`config.mk`:
```
export PLATFORM = sky130hd
export DESIGN_NAME = vram_arbiter
export DESIGN_NICKNAME = d
export VERILOG_FILES = /design/src/rtl/vram_pkg.sv /design/src/rtl/vram_arbiter.sv
export SDC_FILE = /design/constraint.sdc
export NUM_CORES = 1
export LEC_CHECK = 0
export ABC_CLOCK_PERIOD_IN_PS = 4840
export CORE_MARGIN = 3
export CORE_UTILIZATION = 46
export CTS_BUF_LIST = sky130_fd_sc_hd__clkbuf_16
export CTS_CLUSTER_DIAMETER = 100
export DETAILED_ROUTE_END_ITERATION = 8
export PLACE_DENSITY = 0.95
export SKIP_LAST_GASP = 1
export SYNTH_ARGS = -nofsm -noshare
export SYNTH_HDL_FRONTEND = slang
export SYNTH_SLANG_ARGS = --single-unit
```
`constraint.sdc`:
```
create_clock -name vga_clk -period 4.84 [get_ports vga_clk]
set_clock_uncertainty 0.2 [all_clocks]
set_input_delay 0.968 -clock vga_clk [delete_from_list [all_inputs] [get_ports vga_clk]]
set_output_delay 0.968 -clock vga_clk [all_outputs]
set_load 0.02 [all_outputs]
```
`src/rtl/vram_pkg.sv`:
```
`default_nettype none
// ============================================================================
// Package  : vram_pkg
// Brief    : Shared types and defaults for the VGA frame-memory arbiter.
// Revision : 1.0
// ============================================================================
package vram_pkg;

    localparam int c_ADDR_W      = 18;
    localparam int c_DATA_W      = 8;
    localparam int c_FRAME_FIRST = 324;
    localparam int c_FRAME_LAST  = 90323;

    localparam logic [15:0] c_STALL_MAX = 16'hFFFF;

    typedef enum logic [1:0] {
        ST_IDLE   = 2'd0,
        ST_ISSUE  = 2'd1,
        ST_RDWAIT = 2'd2,
        ST_ACK    = 2'd3
    } state_e;

endpackage
`default_nettype wire

```
`src/rtl/vram_arbiter.sv`:
```
`default_nettype none
// ============================================================================
// Module   : vram_arbiter
// Brief    : Shares the single-port frame RAM between display scan-out (always
//            wins) and a req/ack processor port served in display gaps.
// Revision : 1.0
// ============================================================================
module vram_arbiter
    import vram_pkg::*;
#(
    parameter int ADDR_W      = c_ADDR_W,
    parameter int DATA_W      = c_DATA_W,
    parameter int FRAME_FIRST = c_FRAME_FIRST,
    parameter int FRAME_LAST  = c_FRAME_LAST
) (
    input  logic              vga_clk,
    input  logic              rst,
    input  logic              disp_req,
    input  logic [ADDR_W-1:0] disp_addr,
    output logic [DATA_W-1:0] disp_data,
    output logic              disp_valid,
    input  logic              cpu_req,
    input  logic              cpu_we,
    input  logic [ADDR_W-1:0] cpu_addr,
    input  logic [DATA_W-1:0] cpu_wdata,
    output logic              cpu_ack,
    output logic [DATA_W-1:0] cpu_rdata,
    output logic              cpu_err,
    output logic [ADDR_W-1:0] mem_addr,
    output logic              mem_we,
    output logic [DATA_W-1:0] mem_wdata,
    input  logic [DATA_W-1:0] mem_rdata,
    output logic [15:0]       stall_cnt
);

    localparam logic [ADDR_W-1:0] c_ADDR_LO = ADDR_W'(FRAME_FIRST);
    localparam logic [ADDR_W-1:0] c_ADDR_HI = ADDR_W'(FRAME_LAST);

    state_e              state_q, state_d;
    logic                hold_we_q, hold_we_d;
    logic [ADDR_W-1:0]   hold_addr_q, hold_addr_d;
    logic [DATA_W-1:0]   hold_wdata_q, hold_wdata_d;
    logic                err_q, err_d;
    logic [DATA_W-1:0]   rdata_q, rdata_d;
    logic [15:0]         stall_q, stall_d;
    logic                disp_valid_q;
    logic                addr_ok;
    logic                cpu_grant;

    assign addr_ok = (cpu_addr >= c_ADDR_LO) && (cpu_addr <= c_ADDR_HI);

    always_comb begin
        state_d      = state_q;
        hold_we_d    = hold_we_q;
        hold_addr_d  = hold_addr_q;
        hold_wdata_d = hold_wdata_q;
        err_d        = err_q;
        rdata_d      = rdata_q;
        stall_d      = stall_q;
        cpu_grant    = 1'b0;

        case (state_q)
            ST_IDLE: begin
                if (cpu_req) begin
                    hold_we_d    = cpu_we;
                    hold_addr_d  = cpu_addr;
                    hold_wdata_d = cpu_wdata;
                    if (addr_ok) begin
                        err_d   = 1'b0;
                        state_d = ST_ISSUE;
                    end else begin
                        // Out-of-range: never touches the RAM, reads complete as zero.
                        err_d   = 1'b1;
                        state_d = ST_ACK;
                        if (!cpu_we) begin
                            rdata_d = '0;
                        end
                    end
                end
            end
            ST_ISSUE: begin
                if (disp_req) begin
                    if (stall_q != c_STALL_MAX) begin
                        stall_d = stall_q + 16'd1;
                    end
                end else begin
                    cpu_grant = 1'b1;
                    state_d   = hold_we_q ? ST_ACK : ST_RDWAIT;
                end
            end
            ST_RDWAIT: begin
                rdata_d = mem_rdata;
                state_d = ST_ACK;
            end
            ST_ACK: begin
                state_d = ST_IDLE;
            end
            default: begin
                state_d = ST_IDLE;
            end
        endcase
    end

    always_ff @(posedge vga_clk or posedge rst) begin
        if (rst) begin
            state_q      <= ST_IDLE;
            hold_we_q    <= 1'b0;
            hold_addr_q  <= '0;
            hold_wdata_q <= '0;
            err_q        <= 1'b0;
            rdata_q      <= '0;
            stall_q      <= 16'd0;
            disp_valid_q <= 1'b0;
        end else begin
            state_q      <= state_d;
            hold_we_q    <= hold_we_d;
            hold_addr_q  <= hold_addr_d;
            hold_wdata_q <= hold_wdata_d;
            err_q        <= err_d;
            rdata_q      <= rdata_d;
            stall_q      <= stall_d;
            disp_valid_q <= disp_req;
        end
    end

    // cpu_grant already excludes disp_req, so the display owns the RAM whenever it asks.
    assign mem_addr   = cpu_grant ? hold_addr_q : disp_addr;
    assign mem_we     = cpu_grant & hold_we_q & ~rst;
    assign mem_wdata  = hold_wdata_q;

    assign cpu_ack    = (state_q == ST_ACK);
    assign cpu_err    = cpu_ack & err_q;
    assign cpu_rdata  = rdata_q;
    assign stall_cnt  = stall_q;

    assign disp_data  = mem_rdata;
    assign disp_valid = disp_valid_q;

endmodule
`default_nettype wire

```
**Word level (Yosys, flattened, before mapping)**

Cells that the tools add are included.
Widths: inputs -> output; s select.

- Logic and storage cells: 43
- Input bits: 57
- Bits in registers: 55
- Output and inout port bits: 62

- Magnitude comparators: 2
- Bitwise logic cells: 4
- Mux-type cells: 13
- Add/sub/neg operators: 1
- Equal/unequal tests: 8
- Reduce and logical (&&, ||, !) cells: 7

Operators by type and width:

| kind | number |
|---|---|
| $mux 8 | 3 |
| $ge 18x9->1 const B | 1 |
| $le 18x17->1 const B | 1 |
| $mux 18 | 1 |
| $add 16x1->16 const B | 1 |
| $ne 16x16->1 const B | 1 |
| $pmux 8 s2 | 1 |
| $ne 2x2->1 const B | 4 |
| $pmux 2 s4 | 1 |
| $mux 2 | 3 |
| $eq 2x2->1 const B | 2 |
| $mux 1 | 4 |
| $reduce_and 2->1 | 2 |
| $reduce_and 4->1 | 1 |
| $and 1x1->1 | 3 |
| $reduce_and 3->1 | 1 |
| $eq 2x1->1 const B | 1 |
| $logic_not 2->1 | 1 |
| $reduce_bool 2->1 | 1 |
| $logic_and 1x1->1 | 1 |
| $not 1->1 | 1 |

**Depth between registers and ports, before layout**

Gate-level depths: netlist (run 1).

- Depth after elaboration: 5
- Gate-level depth with buffers: 7

**Worst setup path after synthesis (run 1)**

No wires, ideal clock.

- Path kind: in2out
- Start point: input port disp_req
- End point: output port mem_we
- Path buffers: 2
- Data required time: 3.672 ns
- Arrival: 2.055 ns
- Path slack: 1.617 ns
- Stages: 4
- Path through: nand2b_1 -> clkbuf_1 -> buf_2 -> nor3b_1

- Word-level cells in the longest chain between the ends: 4

RTL lines:

| item | RTL line | text |
|---|---|---|
| start, declared | vram_arbiter.sv:18 | `input logic disp_req,` |
| $mux 1 | vram_arbiter.sv:82 | `if (disp_req) begin` |
| $mux 1 | vram_arbiter.sv:62 | `case (state_q)` |
| $and 1x1->1 (2 in series) | vram_arbiter.sv:128 | `assign mem_we = cpu_grant & hold_we_q & ~rst;` |
| end, declared | vram_arbiter.sv:30 | `output logic mem_we,` |

Every way passes these cells.

**Worst setup path after layout (run 1)**

- Start point: input port disp_req
- End point: output port mem_addr[11]

- Word-level cells in the longest chain between the ends: 3

RTL lines:

| item | RTL line | text |
|---|---|---|
| $mux 1 | vram_arbiter.sv:82 |  |
| $mux 1 | vram_arbiter.sv:62 |  |
| $mux 18 | vram_arbiter.sv:127 | `assign mem_addr = cpu_grant ? hold_addr_q : disp_addr;` |
| end, declared | vram_arbiter.sv:29 | `output logic [ADDR_W-1:0] mem_addr,` |

Every way passes these cells.

==> results of run 1 <==
[worst paths after layout]
path | start | to | slack [ps] | cells past startpoint
setup / recovery | disp_req | mem_addr[11] | 870 | 5
hold / removal | err_q$_DFFE_PP0P_ | err_q$_DFFE_PP0P_ | 270 | 2
setup reg to reg | state_q[1]$_DFFE_PP0P_ | cpu_rdata[0]$_DFFE_PP0P_ | 2720 | 8
hold reg to reg | err_q$_DFFE_PP0P_ | err_q$_DFFE_PP0P_ | 270 | 2
max in group asynchronous | rst | cpu_rdata[1]$_DFFE_PP0P_ | 2600 | 2
min in group asynchronous | rst | mem_wdata[0]$_DFFE_PP0P_ | 1130 | 2
[cell usage after synthesis, drive strengths merged (5+ instances only)]
cell type	number	share of area
ha	6	0.027
buf	11	0.027
nor2	7	0.0096
dfrtp	55	0.50
nand2	17	0.023
mux2i	8	0.029
and3	5	0.011
inv	12	0.016
mux2	46	0.19
nand3	7	0.017
xnor2	10	0.032
[area by class of cell]
| class | count | area share |
|---|---|---|
| tap | 72 | 0.02189 |
| multi-input combinational | 143 | 0.3010 |
| clock buffer | 5 | 0.03040 |
| sequential | 55 | 0.3344 |
| clock inverter | 3 | 0.01064 |
| timing repair buffer | 120 | 0.2907 |
| inverter | 12 | 0.01095 |
[metal layers]
layer,track usage,part of all wire,vias to the layer above
met5,0,0,-
met4,0.04160,0.0090,0
met3,0.06052,0.080,6
met2,0.3324,0.50,87
met1,0.2371,0.41,1023
li1,-,-,1006
[worst reg2reg max path, delay by kind of cell (launching register included)]
kind | cells | cell delay (ps)
adders and majority gates | 1 | 210
DFF | 1 | 440
buffers and inverters | 2 | 470
muxes | 1 | 160
and+or+nand+nor | 4 | 530
[state kept, by name, summed over array words and instances (netlist names)]
register,flops
disp_valid,1
stall_cnt,16
hold_addr_q,18
cpu_rdata,8
err_q,1
hold_we_q,1
state_q,2
mem_wdata,8
[logic make-up after synthesis]
family / count (synthesis)
flops: 55
mux: 54
simple gates: 53
buf+inv: 26
compound gates: 16
xor+xnor: 14
fa+ha+maj: 6
[per-stage QoR]
stage	power [W]	hold slack, ps	instances	setup slack, ps
finish	0.002132	273.6	410	873.0
global route	0.002258	313.4	410	800.9
CTS	0.002154	278.8	410	845.5
detailed placement	0.001740	262.0	402	865.4
global placement	0.001696	259.7	402	960.3
floorplan	0.001319	241.8	224	1617
[power by group]
group | internal [W] | total, W | switching [W]
Combinational | 0.000514 | 0.000970 | 0.000456
Clock | 0.000244 | 0.000409 | 0.000164
Sequential | 0.000640 | 0.000754 | 0.000113
Total | 0.00140 | 0.00213 | 0.000734
==> flow_summary.json, run 1 <==
{
  "status": "finished, final reports clean",
  "vias": 2122,
  "peakVddDrop_mv": 0.3359,
  "drv_cap": 0,
  "antenna_left": 0,
  "power.leakage_nw": 1.744,
  "syn-num-nets": 287,
  "worstPathArrival_ps": 2800,
  "ys_seq_area_frac": 0.5014,
  "stdcell_area_sq_um": 4115,
  "nets": 400,
  "synthCells": 224,
  "rows": 27,
  "cts_root_buf": "clkbuf_16",
  "syn_to_final_growth_pct": 49.91,
  "synth_seq_cells": 55,
  "area.sequential_sq_um": 1376,
  "drc": 0,
  "critPathMaxStageDelay_ps": 550,
  "crit_top_cell": "clkdlybuf4s50_1",
  "routed_wirelength_um": 6565,
  "final.setup.tns_ps": 0,
  "synth_compound_area_frac": 0.04649,
  "yosys_warnings": 0,
  "clkLatencyLatePin_ps": 290,
  "crit_chain": "clkdlybuf4s50_1 -> nand2b_1 -> buf_4 -> mux2_2 -> clkdlybuf4s50_1",
  "antenna_found_initial": 0,
  "muxShareOfSynthArea": 0.2179,
  "cts_sinks": 55,
  "tightest_slew_ps": 1157,
  "viasPerCell": 5.176,
  "port_buffers": 118,
  "grt_pass1_vias": 2286,
  "crit_fanout": 19,
  "relSlewSlack": 0.2277,
  "die_area_sq_um": 6931,
  "drt_first_pass_iters": 4,
  "setup-violations-final": 0,
  "final_common_cell": "clkdlybuf4s50_1",
  "synth.distinct_cells": 40,
  "place_congestion": 0.7973,
  "hold_viol": 0,
  "synth_ff_type": "dfrtp_1",
  "n_antenna_cell": 0,
  "slowest_stage": "clkdlybuf4s50_1",
  "fillers": 385,
  "coreArea_sq_um": 5642,
  "period_needed_ps": 3967,
  "cp-start-kind": "input pin",
  "post_dp_cell_area_sq_um": 3946,
  "cp_top_family": "buffers and inverters",
  "hold_path_class": "reg2reg",
  "wl_per_cell_um": 16.01,
  "cts_buffer_depth": 2,
  "syn_area_per_cell_sq_um": 12.26,
  "cts_tree": "built",
  "p_per_area_nw_per_um2": 518.1,
  "grt_util_all_layers": 0.1929,
  "crit_type": "in2out",
  "die_y_um": 83.25,
  "cts_hold_buf": 0,
  "timing.final.crit_share": 0.8196,
  "synth_top_family_by_area": "multiplexers",
  "yosys.area_share.xor_xnor": 0.04467,
  "path_buf_inv": 3,
  "htreeDepth": 2,
  "post_cts_buffers": 0,
  "max_freq_ghz": 0.2521,
  "cts_resized": 0,
  "top_level_ports": 119,
  "drive_above_1_share": 0.1864,
  "synth-adder-area-share": 0.02735,
  "numCtsBuffers": 5,
  "syn_area_sq_um": 2745,
  "start_util": 0.4866,
  "required_ps": 3670,
  "final_cell_mix": "clkdlybuf4s50_1 (118), dfrtp_1 (55), mux2_2 (46)",
  "grt_overflow": 0,
  "async_reset_ff_frac": 1.000,
  "grt_start_max_net_pins": 56,
  "place_hpwl_um": 4945,
  "synth_edf_count": 0,
  "first_iter_violations": 68,
  "maxSlewViolCount": 0,
  "rsz0062_at_grt": "no",
  "clkTransAtPathRegs_ps": 70,
  "fp.dieW_um": 83.25,
  "yosys.area_share.simple": 0.1149,
  "fin_util": 0.7294,
  "multi_input_area_sq_um": 1239,
  "end_kind": "output port",
  "grt_pass1_wl_um": 11100
}
No activity file was read; power rests on OpenSTA's default activity.
==> inputs of run 2 (changes only) <==
- ABC_CLOCK_PERIOD_IN_PS: 4840 -> 3610
- CORE_UTILIZATION: 46 -> 38
- PLACE_DENSITY: 0.95 -> 0.88
- clock period: 4.84 -> 3.61 ns (I/O delays scaled with it)
==> flow_summary.json, run 2 (synthesis results as in run 1) <==
{
  "grt_overflow": 0,
  "cts_tree": "built",
  "cp-start-kind": "input pin",
  "die_y_um": 91.00,
  "n_antenna_cell": 0,
  "crit_type": "in2out",
  "wl_per_cell_um": 15.28,
  "cts_root_buf": "clkbuf_16",
  "nets": 401,
  "maxSlewViolCount": 0,
  "dp_cells": 427,
  "hold_viol": 0,
  "worstPathArrival_ps": 2460,
  "relSlewSlack": 0.6603,
  "power_frac_comb": 0.459,
  "pwr-share-seq": 0.354,
  "rows": 30,
  "coreArea_sq_um": 6907,
  "required_ps": 2690,
  "syn_to_final_growth_pct": 52.01,
  "fp.dieW_um": 91.00,
  "antenna_left": 0,
  "cts_resized": 0,
  "hold_path_class": "reg2reg",
  "drc": 0,
  "grt_start_max_net_pins": 34,
  "start_util": 0.3975,
  "largest-register": "hold_addr_q",
  "peakVddDrop_mv": 0.3184,
  "p_per_area_nw_per_um2": 683.2,
  "slowest_stage": "clkdlybuf4s50_1",
  "viasPerCell": 4.874,
  "cts_buffer_depth": 2,
  "crit_top_cell": "clkdlybuf4s50_1",
  "tightest_slew_ps": 508.7,
  "routed_wirelength_um": 6645,
  "vias": 2120,
  "critPathMaxStageDelay_ps": 550,
  "drive_above_1_share": 0.1858,
  "place_congestion": 0.7587,
  "fillers": 593,
  "instances_no_fill": 435,
  "first_iter_violations": 50,
  "clkTransAtPathRegs_ps": 70,
  "fin_util": 0.6042,
  "clkLatencyLatePin_ps": 290,
  "end_kind": "output port",
  "grt_pass1_wl_um": 11000,
  "top_level_ports": 119,
  "numCtsBuffers": 5,
  "timing.final.crit_share": 0.9374,
  "post_cts_buffers": 0,
  "antenna_found_initial": 0,
  "final_common_cell": "clkdlybuf4s50_1",
  "cts_sinks": 55,
  "grt_pass1_vias": 2247,
  "crit_fanout": 19,
  "final_cell_mix": "clkdlybuf4s50_1 (118), dfrtp_1 (55), mux2_2 (46)",
  "rsz0062_at_grt": "no",
  "final.setup.tns_ps": 0,
  "drt_first_pass_iters": 4,
  "p_int_w": 0.001880,
  "htreeDepth": 2,
  "place_hpwl_um": 5244,
  "power.leakage_nw": 1.757,
  "status": "finished, final reports clean",
  "p_sw_frac": 0.3403,
  "period_needed_ps": 3384,
  "die_area_sq_um": 8280,
  "crit_chain": "clkdlybuf4s50_1 -> nand2b_1 -> buf_12 -> mux2_2 -> clkdlybuf4s50_1",
  "grt_util_all_layers": 0.1636,
  "setup-violations-final": 0,
  "switchingPower_w": 0.0009702,
  "max_freq_ghz": 0.2955,
  "port_buffers": 118,
  "cts_hold_buf": 0,
  "drv_cap": 0,
  "p_clk_frac": 0.188,
  "largest_reg_flops": 18
}
## run 2: cell count changes in the layout (fill, tap and decap cells not counted)
cell / previous run / this run
buf_12: 0 / 2
buf_4: 2 / 1
clkinv_4: 1 / 0
clkinv_1: 0 / 1
## run 2: worst paths after layout
check	from	endpoint	slack [ps]	cells after the start
setup reg to reg	state_q[1]$_DFFE_PP0P_	hold_addr_q[6]$_DFFE_PP0P_	1520	5
hold reg to reg	err_q$_DFFE_PP0P_	err_q$_DFFE_PP0P_	290	2
min in group asynchronous	rst	mem_wdata[7]$_DFFE_PP0P_	620	2
max in group asynchronous	rst	cpu_rdata[5]$_DFFE_PP0P_	2050	3
setup / recovery	disp_req	mem_addr[16]	230	5
hold / removal	err_q$_DFFE_PP0P_	err_q$_DFFE_PP0P_	290	2
## run 2: power groups by stage
stage | clock network [W] | registers [W] | logic, W
after floorplan | 0 | 0.00112 | 0.000644
after global placement | 0 | 0.00101 | 0.00128
after detailed placement | 0 | 0.00102 | 0.00132
after CTS | 0.000551 | 0.00101 | 0.00133
after global routing | 0.000578 | 0.00104 | 0.00141
final | 0.000535 | 0.00101 | 0.00131
## run 2: layout make-up
cell class	instances	area, sq um	share of cell area
flip-flops and latches	55	1376	0.3298
multi-input cells	143	1239	0.2969
repair buffers	121	1229	0.2945
clock buffers	5	125.1	0.02999
well taps	96	120.1	0.02879
inverters	12	45.04	0.01079
clock inverters	3	38.79	0.009295
## run 2: layer usage
layer	part of all wire	vias up	GRT usage
met1	0.43	1036	0.1993
met3	0.056	6	0.04225
met4	0.012	0	0.04146
met2	0.51	69	0.2876
met5	0	-	0
li1	-	1009	-
## run 2: through the flow
step | worst slack [ps] | hold slack, ps | total power, W | cell area (sq um)
after floorplan | 879.2 | 241.8 | 0.001768 | 2745
after detailed placement | 223.3 | 273.7 | 0.002341 | 4009
final | 225.9 | 286.4 | 0.002851 | 4173
after CTS | 217.3 | 289.4 | 0.002888 | 4173
after global placement | 274.1 | 271.9 | 0.002292 | 4009
after global routing | 166.9 | 316.1 | 0.003033 | 4173
## run 2: critical path, delay by kind of cell
kind                   cells  cell delay [ps]
buffers and inverters      3             1220
multiplexers               1              350
AND/OR/NAND/NOR            1              160
==> edit, RTL diff (settings of run 1) <==
Set the package constant `c_STALL_MAX` to 16'h8000 (it was 16'hFFFF).
--- a/src/rtl/vram_pkg.sv
+++ b/src/rtl/vram_pkg.sv
@@ -11,7 +11,7 @@
     localparam int c_FRAME_FIRST = 324;
     localparam int c_FRAME_LAST  = 90323;
 
-    localparam logic [15:0] c_STALL_MAX = 16'hFFFF;
+    localparam logic [15:0] c_STALL_MAX = 16'h8000;
 
     typedef enum logic [1:0] {
         ST_IDLE   = 2'd0,
Check against the original RTL: no difference found for any inputs over 10 cycles, from zero or initial values and one cycle with rst high; that may be too few to reach the edited logic, so the function may still have changed.
==> edit against run 1 <==
  * Setup slack worse by 0.037 ns
  * Final area grew 0.49%
  * Sequential cell count did not move
  * Clock power is 16% lower
  * Sequential share of layout area down 0.16 points
  * Total power fell by 1.7%
  * Wire length grew 1.4%
  * Sequential power increased by 0.7%
  * Die area is 1.6% higher
  * Final cell count up 2.2%
  * Area after synthesis increased by 1.7%
  * Critical path type unchanged
  * Critical endpoint is now mem_addr[1]
==> edit: results (changes against run 1) <==
[sta]
relSlewSlack_pct=26.44  ; +3.7 points

[setup_path]
cp-startpoint=disp_req
r2r_end=stall_cnt[10]
reg2regPathDepth=7  ; -1
critPathCapture=mem_addr[1]
r2r_start=stall_cnt[0]
worstPathArrival_ns=2.84  ; +0.04 ns

[final_layout]
fillers=416  ; +8.1%
drive_above_1_share_pct=17.87  ; -0.77 points
final_nets=410  ; +2.5%

[logic_synthesis]
synth_edf_count=0  ; unchanged
synth.area.mux_share_pct=21.42  ; -0.37 points
synth_cell_types=39  ; -2.5%
synth_compound_area_share_pct=4.256  ; -0.39 points
synthXorXnorAreaFrac_pct=4.704  ; +0.24 points
synth_common_cells=dfrtp_1 (55), mux2_2 (46), nand2_1 (16)
synthAdderAreaFrac_pct=3.136  ; +0.40 points
ys_top_cells_by_area=dfrtp_1 (49%), mux2_2 (19%), ha_1 (3.1%)
ys_seq_area_share_pct=49.28  ; -0.85 points
synthesis.nets=297  ; +3.5%

[outcome]
outcome=complete, no violations

[placed_design]
dp_worst_setup_slack_ns=0.8286  ; -0.03680 ns
dp_hpwl_um=5065  ; +2.4%
place.gp.congestion=0.7228  ; -9.3%

[global_routing]
grt_pass1_vias=2328  ; +1.8%
grt_pass1_wl_um=11100  ; about the same
globalRouteTotalUtil_pct=19.43  ; +0.14 points

[drt]
drtIter0Drc=77  ; +13%
firstDrtPassIters=4  ; unchanged
wl_um=6659  ; +1.4%

[power_and_ir_drop]
vdd_drop_max_mv=0.2514  ; -25%
leakagePower_nw=1.771  ; +1.5%

edit: cell types whose count changed in the layout (fill, tap and decap cells not counted), sizes merged, moves of 2 or more:
cell / change
xor2: +3
inv: +4
nand3: +2
xnor2: -2
nor4: +3
edit: layout make-up:
class / instances / area (um^2) / area share (%)
flip-flops and latches: 55 / 1376 / 33.28
multi-input cells: 149 / 1275 / 30.83
repair buffers: 120 / 1196 / 28.93
clock buffers: 5 / 125.1 / 3.026
well taps: 72 / 90.09 / 2.179
inverters: 15 / 56.30 / 1.362
clock inverters: 3 / 16.27 / 0.3933
edit: layer usage:
metal	wire [um]	share of wire (%)	vias to the layer above	GRT usage, %
li1	-	-	1040	-
met1	2709	41	1056	23.43
met2	3445	52	91	34.13
met3	421	6.3	8	5.232
met4	82	1.2	0	5.263
met5	0	0	-	0
edit: per-stage QoR:
| stage | total power, mW | std cells | cell area [um^2] | util, % |
|---|---|---|---|---|
| final | 2.096 | 419 | 4135 | 72.86 |
| after global routing | 2.220 | 419 | 4135 | 72.86 |
| after CTS | 2.119 | 419 | 4135 | 72.86 |
| after detailed placement | 1.767 | 411 | 3994 | 70.37 |
| after global placement | 1.721 | 411 | 3994 | 70.37 |
| after floorplan | 1.342 | 233 | 2793 | - |
edit: worst min-delay path: cells and delay by family, from the launching register on:
kind            cells  cell delay, ns
compound gates      1            0.06
simple gates        1            0.05
flops               1            0.33
edit: power by group:
group,switching (mW),internal (mW),total [mW]
Clock,0.154,0.189,0.343
Combinational,0.466,0.527,0.993
Sequential,0.118,0.640,0.759
